`src/rtl/ps2_pkg.sv`:
```
// Shared PS/2 host-side types, command bytes and frame helpers.
package ps2_pkg;

    typedef enum logic [2:0] {
        IDLE,
        INHIBIT,
        SHIFT,
        WAIT_ACK,
        RELEASE,
        ERROR
    } ps2_state_e;

    localparam logic [7:0] PS2_CMD_SETLED = 8'hED;
    localparam logic [7:0] PS2_CMD_ENABLE = 8'hF4;
    localparam logic [7:0] PS2_CMD_RESET  = 8'hFF;

    localparam int unsigned PS2_EDGE_W = 4;

    // Parity bit that makes the total count of ones across data+parity odd.
    function automatic logic odd_parity(input logic [7:0] data);
        return ~^data;
    endfunction

endpackage

```
`src/rtl/ps2_line_sync.sv`:
```
// Synchronizes raw PS/2 clock/data pads and flags falling edges of the clock.
// Shared with the keyboard receiver.
module ps2_line_sync #(
    parameter int unsigned SYNC_STAGES = 2
) (
    input  logic clk,
    input  logic rst_n,
    input  logic clk_pad_i,
    input  logic dat_pad_i,
    output logic clk_sync_o,
    output logic dat_sync_o,
    output logic fall_edge_c
);
    // Fewer than two stages is not metastability-safe, so clamp.
    localparam int unsigned STAGES = (SYNC_STAGES < 2) ? 2 : SYNC_STAGES;

    logic [STAGES-1:0] clk_sync_q;
    logic [STAGES-1:0] dat_sync_q;
    logic              clk_prev_q;

    // Idle bus level is high, so reset the chains to 1 to avoid a false edge.
    always_ff @(posedge clk or negedge rst_n) begin
        if (!rst_n) begin
            clk_sync_q <= '1;
            dat_sync_q <= '1;
            clk_prev_q <= 1'b1;
        end else begin
            clk_sync_q <= {clk_sync_q[STAGES-2:0], clk_pad_i};
            dat_sync_q <= {dat_sync_q[STAGES-2:0], dat_pad_i};
            clk_prev_q <= clk_sync_q[STAGES-1];
        end
    end

    assign clk_sync_o  = clk_sync_q[STAGES-1];
    assign dat_sync_o  = dat_sync_q[STAGES-1];
    assign fall_edge_c = clk_prev_q & ~clk_sync_q[STAGES-1];

endmodule

```
`src/rtl/ps2_host_tx.sv`:
```
// Host-to-device PS/2 command transmitter driving open-drain clock/data enables.
// Define PS2_TX_RETRY_EN to re-send a failed frame once before reporting txError.
module ps2_host_tx
    import ps2_pkg::*;
#(
    parameter int unsigned INHIBIT_CYCLES = 5000,
    parameter int unsigned TIMEOUT_CYCLES = 1000000,
    parameter int unsigned SYNC_STAGES    = 2
) (
    input  logic       Clk,
    input  logic       Reset_N,
    input  logic [7:0] txData,
    input  logic       txValid,
    output logic       txReady,
    input  logic       psClkIn,
    input  logic       psDataIn,
    output logic       psClkDrive,
    output logic       psDataDrive,
    output logic       busy,
    output logic       txDone,
    output logic       txError
);
    localparam int unsigned CNT_MAX = (INHIBIT_CYCLES > TIMEOUT_CYCLES) ? INHIBIT_CYCLES
                                                                         : TIMEOUT_CYCLES;
    localparam int unsigned CNT_W   = $clog2(CNT_MAX + 1);

    localparam logic [CNT_W-1:0] INH_START = CNT_W'(INHIBIT_CYCLES - 1);
    localparam logic [CNT_W-1:0] INH_DONE  = CNT_W'(INHIBIT_CYCLES);
    localparam logic [CNT_W-1:0] TO_LAST   = CNT_W'(TIMEOUT_CYCLES - 1);
    localparam logic [CNT_W-1:0] CNT_ONE   = CNT_W'(1);

    ps2_state_e            state_q, state_d;
    logic [CNT_W-1:0]      cnt_q, cnt_d;
    logic [PS2_EDGE_W-1:0] edge_cnt_q, edge_cnt_d;
    logic [7:0]            byte_q, byte_d;
    logic                  clk_drive_q, clk_drive_d;
    logic                  data_drive_q, data_drive_d;
    logic                  done_q, done_d;
    logic                  error_q, error_d;
    logic                  ready_q, busy_q;
    logic                  clk_sync, dat_sync, fall_edge;
`ifdef PS2_TX_RETRY_EN
    logic                  retry_q, retry_d;
`endif

    ps2_line_sync #(
        .SYNC_STAGES (SYNC_STAGES)
    ) u_sync (
        .clk         (Clk),
        .rst_n       (Reset_N),
        .clk_pad_i   (psClkIn),
        .dat_pad_i   (psDataIn),
        .clk_sync_o  (clk_sync),
        .dat_sync_o  (dat_sync),
        .fall_edge_c (fall_edge)
    );

    always_ff @(posedge Clk or negedge Reset_N) begin
        if (!Reset_N) begin
            state_q      <= IDLE;
            cnt_q        <= '0;
            edge_cnt_q   <= '0;
            byte_q       <= '0;
            clk_drive_q  <= 1'b0;
            data_drive_q <= 1'b0;
            done_q       <= 1'b0;
            error_q      <= 1'b0;
            ready_q      <= 1'b1;
            busy_q       <= 1'b0;
`ifdef PS2_TX_RETRY_EN
            retry_q      <= 1'b0;
`endif
        end else begin
            state_q      <= state_d;
            cnt_q        <= cnt_d;
            edge_cnt_q   <= edge_cnt_d;
            byte_q       <= byte_d;
            clk_drive_q  <= clk_drive_d;
            data_drive_q <= data_drive_d;
            done_q       <= done_d;
            error_q      <= error_d;
            ready_q      <= (state_d == IDLE);
            busy_q       <= (state_d != IDLE);
`ifdef PS2_TX_RETRY_EN
            retry_q      <= retry_d;
`endif
        end
    end

    always_comb begin
        state_d      = state_q;
        cnt_d        = cnt_q;
        edge_cnt_d   = edge_cnt_q;
        byte_d       = byte_q;
        clk_drive_d  = clk_drive_q;
        data_drive_d = data_drive_q;
        done_d       = 1'b0;
        error_d      = 1'b0;
`ifdef PS2_TX_RETRY_EN
        retry_d      = retry_q;
`endif

        unique case (state_q)
            IDLE: begin
                clk_drive_d  = 1'b0;
                data_drive_d = 1'b0;
                if (txValid && ready_q) begin
                    byte_d      = txData;
                    cnt_d       = '0;
                    edge_cnt_d  = '0;
                    clk_drive_d = 1'b1;
                    state_d     = INHIBIT;
`ifdef PS2_TX_RETRY_EN
                    retry_d     = 1'b0;
`endif
                end
            end
            // Hold clock low, then assert the start bit one cycle before release.
            INHIBIT: begin
                clk_drive_d  = 1'b1;
                data_drive_d = 1'b0;
                cnt_d        = cnt_q + CNT_ONE;
                if (cnt_q == INH_START) begin
                    data_drive_d = 1'b1;
                end else if (cnt_q == INH_DONE) begin
                    clk_drive_d  = 1'b0;
                    data_drive_d = 1'b1;
                    cnt_d        = '0;
                    state_d      = SHIFT;
                end
            end
            SHIFT: begin
                if (fall_edge) begin
                    edge_cnt_d = edge_cnt_q + 4'd1;
                    if (edge_cnt_q < 4'd8) begin
                        data_drive_d = ~byte_q[edge_cnt_q[2:0]];
                    end else if (edge_cnt_q == 4'd8) begin
                        data_drive_d = ~odd_parity(byte_q);
                    end else begin
                        data_drive_d = 1'b0;
                        state_d      = WAIT_ACK;
                    end
                end
            end
            WAIT_ACK: begin
                if (fall_edge) begin
                    edge_cnt_d = edge_cnt_q + 4'd1;
                    if (!dat_sync) begin
                        state_d = RELEASE;
                    end else begin
                        clk_drive_d  = 1'b0;
                        data_drive_d = 1'b0;
                        state_d      = ERROR;
                    end
                end
            end
            RELEASE: begin
                if (clk_sync && dat_sync) begin
                    done_d  = 1'b1;
                    state_d = IDLE;
                end
            end
            ERROR: begin
                clk_drive_d  = 1'b0;
                data_drive_d = 1'b0;
`ifdef PS2_TX_RETRY_EN
                if (!retry_q) begin
                    retry_d     = 1'b1;
                    cnt_d       = '0;
                    edge_cnt_d  = '0;
                    clk_drive_d = 1'b1;
                    state_d     = INHIBIT;
                end else begin
                    error_d = 1'b1;
                    state_d = IDLE;
                end
`else
                error_d = 1'b1;
                state_d = IDLE;
`endif
            end
            default: begin
                clk_drive_d  = 1'b0;
                data_drive_d = 1'b0;
                state_d      = IDLE;
            end
        endcase

        // Device-clock watchdog: restarts on every falling edge.
        if (state_q == SHIFT || state_q == WAIT_ACK || state_q == RELEASE) begin
            if (fall_edge) begin
                cnt_d = '0;
            end else if (cnt_q == TO_LAST && state_d == state_q) begin
                clk_drive_d  = 1'b0;
                data_drive_d = 1'b0;
                state_d      = ERROR;
            end else begin
                cnt_d = cnt_q + CNT_ONE;
            end
        end
    end

    assign txReady     = ready_q;
    assign busy        = busy_q;
    assign psClkDrive  = clk_drive_q;
    assign psDataDrive = data_drive_q;
    assign txDone      = done_q;
    assign txError     = error_q;

endmodule

```
`config.mk`:
```
export PLATFORM = sky130hd
export DESIGN_NAME = ps2_host_tx
export DESIGN_NICKNAME = d
export VERILOG_FILES = /design/src/rtl/ps2_pkg.sv /design/src/rtl/ps2_line_sync.sv /design/src/rtl/ps2_host_tx.sv
export SDC_FILE = /design/constraint.sdc
export NUM_CORES = 1
export LEC_CHECK = 0
export BUFFER_PORTS_ARGS = -buffer_cell sky130_fd_sc_hd__clkbuf_2
export CAP_MARGIN = 0
export CORE_ASPECT_RATIO = 0.5
export CORE_UTILIZATION = 40
export DETAILED_ROUTE_END_ITERATION = 10
export GPL_ROUTABILITY_DRIVEN = 0
export PLACE_DENSITY = 0.65
export SKIP_CTS_REPAIR_TIMING = 1
export SLEW_MARGIN = 20
export SYNTH_ARGS = -nofsm -noshare
export SYNTH_HDL_FRONTEND = slang
export SYNTH_SLANG_ARGS = --single-unit
```
`constraint.sdc`:
```
create_clock -name Clk -period 2.6 [get_ports Clk]
set_clock_uncertainty 0.05 [all_clocks]
set_input_delay 0.13 -clock Clk [delete_from_list [all_inputs] [get_ports Clk]]
set_output_delay 0.13 -clock Clk [all_outputs]
set_load 0.01 [all_outputs]
```
* Word level (Yosys, flattened, before mapping) *
Index checks and enable logic that the tools add are counted.

storage, ports and cells
  register bits after elaboration = 46
  output and inout port bits = 6
  input port bits = 13
  word-level logic and storage cells = 95

cells by class
  reduce and logical (&&, ||, !) cells = 14
  muxes and demuxes = 48
  bitwise operators = 4
  equality and inequality tests = 12
  add/subtract/negate cells = 2
  order comparisons = 2

operators by type and width
  operator                 count
  $mux W20                 6
  $eq A20 B13 Y1 const B   2
  $pmux W20 S2             1
  $mux W3                  11
  $mux W1                  23
  $add A20 B1 Y20 const B  1
  $eq A20 B20 Y1 const B   1
  $pmux W3 S5              1
  $mux W4                  2
  $pmux W1 S4              2
  $pmux W4 S2              1
  $reduce_xnor A8 Y1       1
  $eq A3 B2 Y1 const B     2
  $eq A3 B3 Y1 const B     2
  $logic_not A3 Y1         2
  $add A4 B1 Y4 const B    1
  $eq A4 B4 Y1 const B     1
  $lt A3 B4 Y1 const B     1
  $lt A4 B4 Y1 const B     1
  $reduce_or A2 Y1         2
  $bmux W1 S3              1
  $eq A3 B1 Y1 const B     1
  $eq A3 B3 Y1             1
  $logic_and A1 B1 Y1      3
  9 further kinds          12

* Logic depth before layout (Yosys ltp) *
Gate-level depths: netlist of the first run.

  word-level depth = 11
  gate-level depth with buffers = 9
  gate-level depth less buffers = 8

* Cells and area by module *
Synthesis of the first run repeated with hierarchy kept, for this count alone.

unflattened totals
  cells, all modules = 271
  area, all modules = 2683.8 um2

by module, submodules not included
  module         cells an instance  area an instance (um2)  instances  sequential area each (um2)
  ps2_host_tx    265                2538.7                  1          1027.2
  ps2_line_sync  6                  145.1                   1          131.4

* Least setup slack after synthesis of the first run *
OpenSTA, ideal clock, no wires.

  path kind = register -> register
  from = register cnt_q[16]
  to = register state_q[0]
  cell stages (with the launch flop) = 7
  arrival = 1.921 ns
  clock period less this slack = 2.102 ns
  setup time = 0.131 ns
  path slack = 0.498 ns
  path buffers = 1
  cell sequence = dfrtp_1 > or4_1 > nor4_2 > nand3_1 > o211a_1 > buf_6 > or3_1

on the way
  word-level cells in the longest chain between the ends = 9
  elaborated cells between the ends (all ways) = 11
  classes of those cells = eq/ne (4); mux (6); reduce/logical (1)

RTL lines
  item                    RTL line            RTL
  start, declared         ps2_host_tx.sv:33   logic [CNT_W-1:0] cnt_q, cnt_d;
  start signal, assigned  ps2_host_tx.sv:75   cnt_q <= cnt_d;
  $eq A20 B13 Y1          ps2_host_tx.sv:125  end else if (cnt_q == INH_DONE) begin
  $mux W3                 ps2_host_tx.sv:125
  $mux W3                 ps2_host_tx.sv:123  if (cnt_q == INH_START) begin
  $pmux W3 S5             ps2_host_tx.sv:103  unique case (state_q)
  $eq A3 B3 Y1            ps2_host_tx.sv:193  end else if (cnt_q == TO_LAST && state_d == state_q) begin
  $logic_and A1 B1 Y1     ps2_host_tx.sv:193
  $mux W3                 ps2_host_tx.sv:193
  $mux W3                 ps2_host_tx.sv:191  if (fall_edge) begin
  $mux W3 *               ps2_host_tx.sv:190  if (state_q == SHIFT || state_q == WAIT_ACK || state_q == RELEASE) begin
  named net state_d[0]    ps2_host_tx.sv:32   ps2_state_e state_q, state_d;
  end signal, assigned    ps2_host_tx.sv:74   state_q <= state_d;
  end, declared           ps2_host_tx.sv:32

Mark *: on every way through the listed nets, which the timed path passes. The rest lies on a longest branch.
A chain may end at the register's enable or synchronous reset.

* Worst setup path after layout of the first run *
  from = register cnt_q[16]
  to = register cnt_q[13]

on the way
  word-level cells in the longest chain between the ends = 9
  elaborated cells between the ends (all ways) = 14
  classes of those cells = eq/ne (4); mux (9); reduce/logical (1)

RTL lines
  item                 RTL line
  $eq A20 B13 Y1       ps2_host_tx.sv:125
  $mux W3              ps2_host_tx.sv:125
  $mux W3              ps2_host_tx.sv:123
  $pmux W3 S5          ps2_host_tx.sv:103
  $eq A3 B3 Y1         ps2_host_tx.sv:193
  $logic_and A1 B1 Y1  ps2_host_tx.sv:193
  $mux W20             ps2_host_tx.sv:193
  $mux W20             ps2_host_tx.sv:191
  $mux W20 *           ps2_host_tx.sv:190
  named net cnt_d[13]  ps2_host_tx.sv:33

Marks and branches as above.

==> out/results.ini, run 1 <==
[critical_path]
critical-path-slowest-cell=or4_1
reg2reg_slack_ns=0.15
crit_arrival_ns=2.55
cp_max_fo=12
worst-path-stages=7
worstPathCellList=or4_1 -> nor4_2 -> nand3_1 -> o211a_1 -> buf_4 -> o221ai_1 -> o211ai_1
cp_data_required_time_ns=2.70
r2r_cells=7
start_kind=flip-flop
crit_buf_inv=1
slowest_delay_ns=0.55
endpoint_kind=flip-flop
critical_path_class=flip-flop to flip-flop
path_delay_family=simple AND/OR/NAND/NOR gates

[final_layout]
fin_nets=347
num_antenna_cells=0
areaGrowthSynthToFinish_pct=15.0
layout_common_cells=nand2_1, dfrtp_1, nor2_1, clkbuf_2, o21ai_0
final_common_cell=nand2_1
layout-drive-gt1-share_pct=15.1
fillers=620
fin_util_pct=48.7

[synthesis]
async_flop_share_pct=100
ys.flop_type=dfrtp_1
synth_edf_count=0
syn_nets=320
synthCells=303
syn-cell-area_sq_um=2630
ys_ff_latch=46
synthDistinctLibCells=49
yosysSeqAreaShare_pct=44.1
synth_warnings=0
syn_area_per_cell_sq_um=8.67

[placed_design]
dp_slack_ns=0.212
hpwl_mm=4.16
port_buffers=18

[run_status]
violations=negative hold slack
status=finished with violations

[clock_network]
clkTransAtPathRegs_ns=0.06
cts_tree=done
root_buffer=clkbuf_16
clock_insertion_delay_worst_skew_ns=0.29
tritoncts.num_buffers=5
clock_path_buffers=2
clock_sinks=46
htreeDepth=2

[power]
p_clk_share_pct=24.6
switching_share_pct=35.5
cellPowerDensity_nw_per_um2=836
power.switching_mw=0.896
internal_power_mw=1.63
leakage_nw=1.34
ir_drop_v=0.000432
sequentialPowerShare_pct=42.5
combPwrFrac_pct=32.9

[die]
initial_core_util_pct=42.3
die_width_microns=117
rows=20
die_y_microns=59.3
coreArea_sq_um=6210
die-area_sq_um=6920
io_pins=19

[sta]
slew_headroom_pct=37.9
hold_viol_final=45
setup_tns_ns=0
fin_ws_ns=0.153
max_clock_freq_ghz=0.409
period_needed_ns=2.45
grt_setup_unrepaired=false
fin_hold_ws_ns=-0.0657
setup_violations=0
post-route-period-util_pct=94.1
tightestPinTransition_ns=0.931
finalMaxSlewViolations=0

[route]
wl_per_cell_microns=14.2
drt_iter0_drc=128
drt-total-wl_mm=5.95
via_count=2289
antenna_left=0
via_per_inst=5.46
met1_length_mm=2.72
drc=0
drt_first_pass_iters=4
route.met2.wl_mm=2.87
top_layer_used=met4
wl_met3_microns=246

[grt]
grt-ovfl-total=0
grt_pass1_vias=2140
grt_max_degree=43
grt_antenna_before_repair=0
grt_usage_pct=19.0
grt_first_pass_wirelength_mm=10.0

[hold_path]
hp-class=input pin to async pin

[flow_run]
max_cap_viol_count=0

## synth_stat cells, types with 2 or more instances
cell type  count  area [sq um]
xor2_1         2          17.5
xnor2_1       10          87.6
o21ai_0       15          75.1
nor3b_1        3          22.5
mux4_2         2          45.0
nor3_1         3          15.0
o22ai_1       10          62.6
inv_1          8          30.0
or2_2          3          18.8
nand3b_1       2          15.0
o211ai_1       5          37.5
dfstp_2        6           158
mux2i_1        2          20.0
nor2b_1        7          43.8
a211oi_1       3          22.5
nand3_1       13          65.1
a31oi_1        3          18.8
or3_1          2          12.5
or4_1          2          15.0
a21o_1         2          15.0
clkbuf_1       4          15.0
dfrtp_1       40          1000
nand4_1        5          31.3
nor4_2         3          37.5
buf_2          5          25.0
o31ai_1        3          22.5
nand2b_1       4          25.0
and3b_1        2          17.5
and2_1         9          56.3
nor2_1        27           101
ha_1           4          50.1
nand2_1       73           274
a21oi_1        5          25.0
## flip-flops by register name, indices dropped and copies added (netlist names)
signal,flops
cnt_q,20
byte_q,8
u_sync.clk_prev_q,1
txReady,1
txError,1
busy,1
u_sync.dat_sync_q,2
state_q,3
edge_cnt_q,4
psClkDrive,1
u_sync.clk_sync_q,2
psDataDrive,1
txDone,1
## power groups by stage
stage,registers [mW],clock network (mW),logic [mW]
finish,1.07,0.621,0.831
global route,1.10,0.665,0.941
CTS,1.07,0.639,0.835
detailed placement,1.08,0,0.832
global placement,1.07,0,0.812
floorplan,1.04,0,0.638
## final cells by class
cell class | count | area, sq um | share of cell area [%]
well taps | 88 | 110 | 3.64
repair buffers | 30 | 193 | 6.38
inverters | 8 | 30.0 | 0.994
flip-flops and latches | 46 | 1160 | 38.3
clock inverters | 2 | 13.8 | 0.455
clock buffers | 6 | 129 | 4.27
multi-input cells | 239 | 1390 | 45.9
## cell families after synthesis
group / Yosys count / synth area share [%]
AND/OR/NAND/NOR: 165 / 30.9
AO/OA/AOI/OAI: 54 / 13.6
flip-flops: 46 / 44.1
buffers and inverters: 18 / 3.09
XOR/XNOR: 12 / 4.00
multiplexers: 4 / 2.48
adder cells (fa/ha/maj): 4 / 1.90
## path summary, 6_finish.rpt
| kind | start | to |
|---|---|---|
| max reg2reg | cnt_q[16]$_DFF_PN0_ | cnt_q[13]$_DFF_PN0_ |
| max | cnt_q[16]$_DFF_PN0_ | cnt_q[13]$_DFF_PN0_ |
| min in group Clk | txData[6] | byte_q[6]$_DFFE_PN0P_ |
| min reg2reg | u_sync.clk_sync_q[0]$_DFF_PN1_ | u_sync.clk_sync_q[1]$_DFF_PN1_ |
| max in group asynchronous | Reset_N | u_sync.clk_prev_q$_DFF_PN1_ |
| min | Reset_N | byte_q[1]$_DFFE_PN0P_ |
## worst reg2reg max path: cells and delay by family, from the launching register on
kind                   cells  cell delay [ns]
AO/OA/AOI/OAI              3             0.72
buffers and inverters      1             0.24
flip-flops                 1             0.44
AND/OR/NAND/NOR            3             0.87
## layer usage
| metal | up-vias | track usage (%) |
|---|---|---|
| met5 | - | 0 |
| met4 | 0 | 7.78 |
| met3 | 14 | 4.91 |
| met2 | 52 | 32.0 |
| met1 | 1111 | 23.6 |
| li1 | 1112 | - |
## through the flow
step           cell area (sq um)  power (mW)  instances
2_1_floorplan               2630        1.67        303
3_3_place_gp                2830        1.89        406
3_5_place_dp                2830        1.91        406
4_1_cts                     2970        2.54        414
5_1_grt                     3020        2.71        419
6_report                    3020        2.52        419
No activity file was read; power rests on OpenSTA's default activity.
==> run 2, diff against run 1 <==
CORE_UTILIZATION = 50   (was 40)
PLACE_DENSITY = 0.76   (was 0.65)
==> run 2 against run 1 <==
  * The flow still finishes with violations (negative hold slack)
  * First-iteration DRC count rose by 23%
  * Clock power fell by 33%
  * Design area fell by 1.2%
  * Combinational power fell by 0.8%
  * Final cell count fell by 3.1%
  * Flip-flop and latch count did not move
  * Worst hold slack got worse by 0.017 ns
  * Worst setup slack improved by 0.024 ns
  * Sequential power barely moved
  * Utilization rose by 11 points
  * Register-to-register slack improved by 0.02 ns
==> out/results.ini, run 2 (synthesis results as in run 1) <==
[sta]
fin_ws_ns=0.177
post-route-period-util_pct=93.2
period_needed_ns=2.42
fin_hold_ws_ns=-0.0824
finalMaxSlewViolations=0
hold_viol_final=41
tightestPinTransition_ns=0.937
grt_setup_unrepaired=false
setup_violations=0
setup_tns_ns=0
max_clock_freq_ghz=0.413
slew_headroom_pct=37.5

[grt]
grt-ovfl-total=0
grt_first_pass_wirelength_mm=9.60
grt_max_degree=45
grt_pass1_vias=2135
grt_antenna_before_repair=0
grt_usage_pct=22.3

[final_layout]
fin_nets=352
largest_reg_flops=20
layout-drive-gt1-share_pct=14.6
layoutNonFillerInstCount=406
final_common_cell=nand2_1
layout_common_cells=nand2_1, dfrtp_1, nor2_1, clkbuf_2, o21ai_0
areaGrowthSynthToFinish_pct=13.6
num_antenna_cells=0
finalInstanceArea_sq_um=2980
regMostFlops=cnt_q
top_regs=cnt_q x20, byte_q x8, edge_cnt_q x4
fillers=444

[clock_network]
clock_insertion_delay_worst_skew_ns=0.30
clock_sinks=46
clkTransAtPathRegs_ns=0.08
cts_tree=done
root_buffer=clkbuf_8
clock_path_buffers=2
htreeDepth=2
tritoncts.num_buffers=5

[power]
cellPowerDensity_nw_per_um2=777
ir_drop_v=0.000499
leakage_nw=1.33

[critical_path]
path_delay_family=simple AND/OR/NAND/NOR gates
crit_buf_inv=1
worstPathCellList=or4_1 -> nor4_2 -> nand3_1 -> o211a_1 -> buf_4 -> o221ai_1 -> o211ai_1
slowest_delay_ns=0.56
rr_endpoint=cnt_q[13]$_DFF_PN0_
r2r_cells=7
r2r_start=cnt_q[16]$_DFF_PN0_
crit_arrival_ns=2.54
cp_max_fo=9
cp_data_required_time_ns=2.72
endpoint_kind=flip-flop
critical-path-slowest-cell=or4_1
start_kind=flip-flop
critical_path_class=flip-flop to flip-flop
reg2reg_slack_ns=0.18

[route]
wl_per_cell_microns=13.9
drt_iter0_drc=158
drc=0
via_count=2287
drt-total-wl_mm=5.65
drt_first_pass_iters=4
via_per_inst=5.63
antenna_left=0

[placed_design]
hpwl_mm=3.93
placed_area_sq_um=2810
dp_slack_ns=0.218
place_inst=389
port_buffers=18

[flow_run]
max_cap_viol_count=0

[die]
initial_core_util_pct=52.6
die_y_microns=53.3
die_width_microns=105
rows=18
io_pins=19
coreArea_sq_um=5000
die-area_sq_um=5570

[run_status]
violations=negative hold slack
status=finished with violations

[hold_path]
hp-class=input pin to async pin

==> run 2: cell types whose count changed in the layout (fill, tap and decap cells not counted), sizes merged <==
cell	change
clkbuf	+2
clkinv	-2
dlygate4sd3	+4
buf	+1
==> run 2: final cells by class <==
class,count,area [sq um],area share (%)
clock buffers,8,80.1,2.68
inverters,8,30.0,1.01
flip-flops and latches,46,1160,38.8
well taps,70,87.6,2.94
multi-input cells,239,1390,46.5
repair buffers,35,240,8.05
==> run 2: report_power, final <==
part	switching [mW]	total, mW	internal, mW
clock	0.228	0.419	0.191
sequential	0.198	1.08	0.879
combinational	0.434	0.824	0.390
==> run 2: worst reg2reg max path, delay by kind of cell, from the launching register on <==
family          cells  cell delay [ns]
buf+inv             1             0.23
simple gates        3             0.87
flops               1             0.44
compound gates      3             0.70
==> run 2: per-layer routing <==
layer | routed length (microns) | vias up | track usage (%)
li1 | - | 1122 | -
met1 | 2530 | 1086 | 27.4
met2 | 2760 | 73 | 40.3
met3 | 325 | 6 | 4.93
met4 | 29 | 0 | 6.67
met5 | 0 | - | 0
==> run 2: worst max-delay path by stage <==
stage,from,endpoint,depth (start not counted)
final,cnt_q[16]$_DFF_PN0_,cnt_q[13]$_DFF_PN0_,7
after global routing,cnt_q[16]$_DFF_PN0_,cnt_q[13]$_DFF_PN0_,7
after CTS,cnt_q[16]$_DFF_PN0_,cnt_q[13]$_DFF_PN0_,7
after detailed placement,cnt_q[16]$_DFF_PN0_,cnt_q[13]$_DFF_PN0_,7
after global placement,cnt_q[16]$_DFF_PN0_,cnt_q[13]$_DFF_PN0_,7
after floorplan,cnt_q[16]$_DFF_PN0_,state_q[0]$_DFF_PN0_,6
==> run 2: metrics by stage <==
step | util (%) | hold slack [ns] | power (mW)
floorplan | - | -0.216 | 1.67
global placement | 56.3 | 0.170 | 1.86
detailed placement | 56.3 | 0.169 | 1.89
CTS | 57.9 | -0.142 | 2.32
global route | 59.7 | 0.0138 | 2.48
finish | 59.7 | -0.0824 | 2.32
